<file path="src/rtl/alu_result_stage_pkg.sv">
// Shared types for the ALU result stage: op encoding, FSM states and branch decode helper.
package alu_result_stage_pkg;

  typedef enum logic [3:0] {
    OpAddSub = 4'd0,
    OpSll    = 4'd1,
    OpSlt    = 4'd2,
    OpSltu   = 4'd3,
    OpXor    = 4'd4,
    OpSrlSra = 4'd5,
    OpOr     = 4'd6,
    OpAnd    = 4'd7,
    OpBeq    = 4'd8,
    OpBne    = 4'd9,
    OpBlt    = 4'd10,
    OpBge    = 4'd11,
    OpBltu   = 4'd12,
    OpBgeu   = 4'd13,
    OpIll14  = 4'd14,
    OpIll15  = 4'd15
  } op_e;

  typedef enum logic [1:0] {
    StIdle,
    StWaitAlu,
    StWaitCmp,
    StHold
  } state_e;

  function automatic logic op_is_branch(input logic [3:0] op);
    return op[3] & (op < 4'd14);
  endfunction

endpackage

</file>
<file path="src/rtl/alu_result_mux.sv">
// Combinational result select: picks writeback data, write enable, branch decision and
// illegal flag for one op from the operands and raw ALU outputs.
module alu_result_mux
  import alu_result_stage_pkg::*;
#(
  parameter int unsigned REGINDEX_BITS = 5
) (
  input  logic [3:0]               op,
  input  logic [REGINDEX_BITS-1:0] rd,
  input  logic [31:0]              reg_op1,
  input  logic [31:0]              reg_op2,
  input  logic [31:0]              alu_add_sub,
  input  logic [31:0]              alu_shl,
  input  logic [31:0]              alu_shr,
  input  logic                     alu_eq,
  input  logic                     alu_lts,
  input  logic                     alu_ltu,
  output logic [31:0]              wdata,
  output logic                     wen,
  output logic                     taken,
  output logic                     illegal
);

  logic writes_rd;

  always_comb begin
    wdata     = '0;
    writes_rd = 1'b1;
    taken     = 1'b0;
    illegal   = 1'b0;
    unique case (op_e'(op))
      OpAddSub: wdata = alu_add_sub;
      OpSll:    wdata = alu_shl;
      OpSlt:    wdata = {31'b0, alu_lts};
      OpSltu:   wdata = {31'b0, alu_ltu};
      OpXor:    wdata = reg_op1 ^ reg_op2;
      OpSrlSra: wdata = alu_shr;
      OpOr:     wdata = reg_op1 | reg_op2;
      OpAnd:    wdata = reg_op1 & reg_op2;
      OpBeq:    begin writes_rd = 1'b0; taken = alu_eq;   end
      OpBne:    begin writes_rd = 1'b0; taken = ~alu_eq;  end
      OpBlt:    begin writes_rd = 1'b0; taken = alu_lts;  end
      OpBge:    begin writes_rd = 1'b0; taken = ~alu_lts; end
      OpBltu:   begin writes_rd = 1'b0; taken = alu_ltu;  end
      OpBgeu:   begin writes_rd = 1'b0; taken = ~alu_ltu; end
      default:  begin writes_rd = 1'b0; illegal = 1'b1;   end
    endcase
    // x0 is hardwired to zero, so never request a write to it.
    wen = writes_rd & (rd != '0);
  end

endmodule

</file>
<file path="src/rtl/alu_result_stage.sv">
// ALU result stage: selects and registers the final result per op, resolves branches and
// hands a writeback packet downstream over valid/ready, with optional ALU/compare wait states.
module alu_result_stage
  import alu_result_stage_pkg::*;
#(
  parameter bit          TWO_CYCLE_ALU     = 1'b0,
  parameter bit          TWO_CYCLE_COMPARE = 1'b0,
  parameter int unsigned REGINDEX_BITS     = 5,
  // Reset value of out_retired; only nonzero to exercise counter wrap-around.
  parameter logic [31:0] RETIRED_INIT      = 32'h0
) (
  input  logic                     clk,
  input  logic                     reset,
  input  logic                     in_valid,
  output logic                     in_ready,
  input  logic [3:0]               in_op,
  input  logic [REGINDEX_BITS-1:0] in_rd,
  input  logic [31:0]              reg_op1,
  input  logic [31:0]              reg_op2,
  input  logic [31:0]              alu_add_sub,
  input  logic [31:0]              alu_shl,
  input  logic [31:0]              alu_shr,
  input  logic                     alu_eq,
  input  logic                     alu_lts,
  input  logic                     alu_ltu,
  output logic                     out_valid,
  input  logic                     out_ready,
  output logic [REGINDEX_BITS-1:0] out_rd,
  output logic [31:0]              out_wdata,
  output logic                     out_wen,
  output logic                     out_branch_taken,
  output logic                     out_illegal,
  output logic [31:0]              out_retired
);

  state_e                   state_q;
  logic [3:0]               op_q;
  logic [REGINDEX_BITS-1:0] rd_q;
  logic                     cmp_q;

  logic [3:0]               mux_op;
  logic [REGINDEX_BITS-1:0] mux_rd;
  logic [31:0]              mux_wdata;
  logic                     mux_wen;
  logic                     mux_taken;
  logic                     mux_illegal;
  logic                     accept;
  logic                     handoff;

  // In WAIT_ALU the op was captured a cycle earlier; otherwise decode the incoming op.
  assign mux_op = (state_q == StWaitAlu) ? op_q : in_op;
  assign mux_rd = (state_q == StWaitAlu) ? rd_q : in_rd;

  assign out_valid = (state_q == StHold);
  assign in_ready  = ~reset & ((state_q == StIdle) | ((state_q == StHold) & out_ready));
  assign accept    = in_valid & in_ready;
  assign handoff   = out_valid & out_ready;

  alu_result_mux #(
    .REGINDEX_BITS(REGINDEX_BITS)
  ) u_mux (
    .op          (mux_op),
    .rd          (mux_rd),
    .reg_op1     (reg_op1),
    .reg_op2     (reg_op2),
    .alu_add_sub (alu_add_sub),
    .alu_shl     (alu_shl),
    .alu_shr     (alu_shr),
    .alu_eq      (alu_eq),
    .alu_lts     (alu_lts),
    .alu_ltu     (alu_ltu),
    .wdata       (mux_wdata),
    .wen         (mux_wen),
    .taken       (mux_taken),
    .illegal     (mux_illegal)
  );

  always_ff @(posedge clk) begin
    if (reset) begin
      state_q          <= StIdle;
      op_q             <= '0;
      rd_q             <= '0;
      cmp_q            <= 1'b0;
      out_rd           <= '0;
      out_wdata        <= '0;
      out_wen          <= 1'b0;
      out_branch_taken <= 1'b0;
      out_illegal      <= 1'b0;
      out_retired      <= RETIRED_INIT;
    end else begin
      if (handoff) out_retired <= out_retired + 32'd1;
      unique case (state_q)
        StIdle, StHold: begin
          if (accept) begin
            op_q <= in_op;
            rd_q <= in_rd;
            if (TWO_CYCLE_ALU) begin
              state_q <= StWaitAlu;
            end else if (TWO_CYCLE_COMPARE && op_is_branch(in_op)) begin
              cmp_q   <= mux_taken;
              state_q <= StWaitCmp;
            end else begin
              out_rd           <= mux_rd;
              out_wdata        <= mux_wdata;
              out_wen          <= mux_wen;
              out_branch_taken <= mux_taken;
              out_illegal      <= mux_illegal;
              state_q          <= StHold;
            end
          end else if (handoff) begin
            state_q <= StIdle;
          end
        end
        StWaitAlu: begin
          if (TWO_CYCLE_COMPARE && op_is_branch(op_q)) begin
            cmp_q   <= mux_taken;
            state_q <= StWaitCmp;
          end else begin
            out_rd           <= mux_rd;
            out_wdata        <= mux_wdata;
            out_wen          <= mux_wen;
            out_branch_taken <= mux_taken;
            out_illegal      <= mux_illegal;
            state_q          <= StHold;
          end
        end
        StWaitCmp: begin
          // Only branch ops reach here, so the packet never writes a register.
          out_rd           <= rd_q;
          out_wdata        <= '0;
          out_wen          <= 1'b0;
          out_branch_taken <= cmp_q;
          out_illegal      <= 1'b0;
          state_q          <= StHold;
        end
        default: state_q <= StIdle;
      endcase
    end
  end

endmodule

</file>
<file path="config.mk">
export PLATFORM = sky130hd
export DESIGN_NAME = alu_result_stage
export DESIGN_NICKNAME = d
export VERILOG_FILES = /design/src/rtl/alu_result_stage_pkg.sv /design/src/rtl/alu_result_mux.sv /design/src/rtl/alu_result_stage.sv
export SDC_FILE = /design/constraint.sdc
export NUM_CORES = 1
export LEC_CHECK = 0
export BUFFER_PORTS_ARGS = -buffer_cell sky130_fd_sc_hd__buf_2
export CAP_MARGIN = 25
export CORE_MARGIN = 2
export CORE_UTILIZATION = 43
export CTS_BUF_LIST = sky130_fd_sc_hd__clkbuf_2
export DETAILED_ROUTE_END_ITERATION = 10
export GPL_TIMING_DRIVEN = 1
export HOLD_SLACK_MARGIN = 0.02
export PLACE_DENSITY = 0.86
export SETUP_SLACK_MARGIN = 0.1
export SYNTH_ARGS = -nofsm -noshare
export SYNTH_HDL_FRONTEND = slang
export SYNTH_SLANG_ARGS = --single-unit
</file>
<file path="constraint.sdc">
create_clock -name clk -period 1.9 [get_ports clk]
set_input_delay 0.095 -clock clk [delete_from_list [all_inputs] [get_ports clk]]
set_output_delay 0.095 -clock clk [all_outputs]
set_load 0.01 [all_outputs]
</file>
==> results_dict.tcl <==
set metrics [dict create \
    status "complete, no violations" \
    setup_slack_ns 0.113 \
    yosys_warnings 0 \
    start_util_pct 44.1 \
    grt_setup_unrepaired "true" \
    setup_tns_ns 0 \
    gr-usage-all-layers_pct 30.2 \
    rrSetupSlack_ns 0.11 \
    synthCells 591 \
    place_ws_ns 0.0972 \
    wl_per_cell_um 18.8 \
    synth_top_area_share_pct 28.9 \
    timing.hold.ws_ns 0.0459 \
    grt_pass1_wl_mm 30.9 \
    antenna_found_initial 4 \
    final_max_slew_viol_count 0 \
    p_per_area_nw_per_um2 461 \
    critPathCapture "out_retired[29]$_SDFFE_PP0P_" \
    fin_crit_sh_pct 94.1 \
    layout.nets 1180 \
    yosysSeqAreaShare_pct 28.9 \
    hold_viol_final 0 \
    setup_viol 0 \
    grt_max_degree 38 \
    synth.avg_cell_area_um2 8.56 \
    critPathArrivalTime_ns 2.26 \
    relSlewSlack_pct 71.3 \
    drt-initial-drc-count 495 \
    cts.sinks 73 \
    endpoint_kind "register" \
    first_pass_iters 5 \
    synth_area_leader_cell "dfxtp_1" \
    post-route-min-period_ns 1.79 \
    path_clk_slew_ns 0.24 \
    crit_type "reg -> reg" \
    power.leakage_nw 3.97 \
    core_area_um2 11500 \
    hpwl_mm 11.9 \
    cts_buffer_depth 2 \
    yosys.cell_count.top_type "dfxtp_1" \
    postSynth.asyncResetShare_pct 0 \
    synth_seq_cells 73 \
    crit_start "out_retired[1]$_SDFFE_PP0P_" \
    fillers 763 \
    cts_root_buf "clkbuf_2" \
    cp_max_fo 7 \
    h-tree-depth 3 \
    synth.net_count 832 \
    worstHoldPathType "in -> reg" \
    r2r-end "out_retired[29]$_SDFFE_PP0P_" \
    gp_congestion 0.845 \
    hold_depth 5 \
    die_area_um2 12600 \
    rows 39 \
    maxCapViolations 0 \
    vias 6500 \
    placedCellCount 964 \
    synth_edf_count 0 \
    cts_inserted_buffers 9 \
    startpoint_type "register" \
    tightest_slew_ns 0.426 \
    drc_errors 0 \
    r2r_start "out_retired[1]$_SDFFE_PP0P_" \
    overflow 0 \
    die_w_um 112 \
    stdcell_count 1093 \
    cts_tree "done" \
    cp_data_required_time_ns 2.37 \
    synth_ff_type "dfxtp_1" \
    ant_nets 0 \
    syn_to_final_growth_pct 56.6 \
    grt_pass1_vias 6534 \
    hold_start "reg_op2[27]" \
    mappedNetlistArea_um2 5060 \
    pin_count 250 \
    rr_worst_depth 4 \
    wl_mm 20.6 \
    clk_latency_ns 0.52 \
    synthTopCellsByCount "dfxtp_1, inv_1, ha_1, a22oi_1, nand3_1" \
    max_freq_mhz 560 \
    die_height_um 112 \
    ir_drop_v 0.000278 \
    drt-vias-per-instance 5.95 \
    drive_gt1_share_pct 36.0 \
    io_buffers 249 \
    netlist_top_cells_area "dfxtp_1, ha_1, a22oi_1, a22o_1, a2bb2oi_1" \
    skew_ns 0.0173 \
    yosysUniqueCellTypes 44 \
]
final cells by class:
class	instances	area (um2)	area share, %
timing repair buffer	377	2520	31.8
sequential	73	1500	19.0
antenna	6	15.0	0.190
clock buffer	9	45.0	0.569
clock inverter	7	119	1.50
inverter	68	255	3.22
tap	143	179	2.26
multi-input combinational	410	3290	41.5
logic make-up (layout without fill, tap and decap cells):
logic type	count (synthesis)	after routing	synth area share, %
muxes	4	4	1.31
DFF	73	73	28.9
AOI/OAI and AO/OA	176	176	26.0
buffers and inverters	109	461	8.29
and+or+nand+nor	151	152	17.1
xor gates and xnor gates	13	13	2.25
other	0	6	0
adders and majority gates	65	65	16.1
cells in the final DEF (no fill, tap or decap), types with 2 or more instances in the layout:
cell type      netlist  routed
buf_2                2     249
dlygate4sd3_1        0      94
inv_1               68      68
ha_1                65      64
a22oi_1             62      62
dfxtp_1             73      59
nand3_1             42      42
a22o_1              32      32
a2bb2oi_1           31      31
buf_4                0      28
nand2_1             27      25
a21oi_1             24      22
nor2_1              17      15
o31ai_1             15      14
nand4_1             13      13
or4_1               15      13
o21ai_0             10      10
dfxtp_4              0      10
xor2_1               9       9
clkbuf_2             0       9
diode_2              0       6
buf_12               0       6
and2_1               5       5
and4_1               6       5
xnor2_1              4       4
or3_1                4       4
dfxtp_2              0       4
or4_4                1       3
bufinv_16            0       3
nor4b_2              0       2
nor3_1               2       2
mux4_2               2       2
and3_1               3       2
a21oi_2              0       2
nor4_1               3       2
clkinv_4             0       2
what timing repair did:
action	4_1_cts	5_1_grt
cloned	0	1
pin swaps	2	7
resized for setup	4	22
hold buffers	94	0
hold endpoints to repair	44	0
endpoints found under the setup margin	7	45
buffers inserted	4	8
metal layers:
metal	global-route usage, %	part of all wire [%]	vias up
li1	-	-	2894
met1	31.5	35	3049
met2	53.0	50	429
met3	7.67	8.7	128
met4	21.1	6.4	0
met5	0	0	-
critical path: stages, from the launching register on:
cell,delay [ns]
dfxtp_4,0.44
nand2_4,0.08
or4_4,0.59
or4_1,0.49
a21oi_1,0.14
where the power goes:
part	switching (W)	internal (W)
sequential	0.0000252	0.00156
combinational	0.000412	0.000470
clock	0.000623	0.000566
registers in the layout, indices dropped and copies added (netlist names):
| register | flops |
|---|---|
| out_branch_taken | 1 |
| out_illegal | 1 |
| out_rd | 3 |
| out_retired | 32 |
| out_wen | 1 |
| state_q | 1 |
| rd_q | 2 |
| out_wdata | 32 |
per-stage QoR:
stage	util (%)	total power, W	cell area (um2)
after floorplan	-	0.00193	5100
after global placement	57.8	0.00225	6630
after detailed placement	57.8	0.00228	6630
after CTS	67.7	0.00358	7770
after global routing	69.0	0.00378	7920
final	69.1	0.00365	7920
worst min path at each step:
stage                                  to  slack (ns)
2_1_floorplan      out_rd[0]$_SDFFE_PP0P_        0.20
3_3_place_gp       out_rd[4]$_SDFFE_PP0P_        0.31
3_5_place_dp       out_rd[1]$_SDFFE_PP0P_        0.31
4_1_cts        out_wdata[27]$_SDFFE_PP0P_        0.02
5_1_grt        out_wdata[27]$_SDFFE_PP0P_        0.03
6_report       out_wdata[27]$_SDFFE_PP0P_        0.05
No activity file was read; power rests on OpenSTA's default activity.
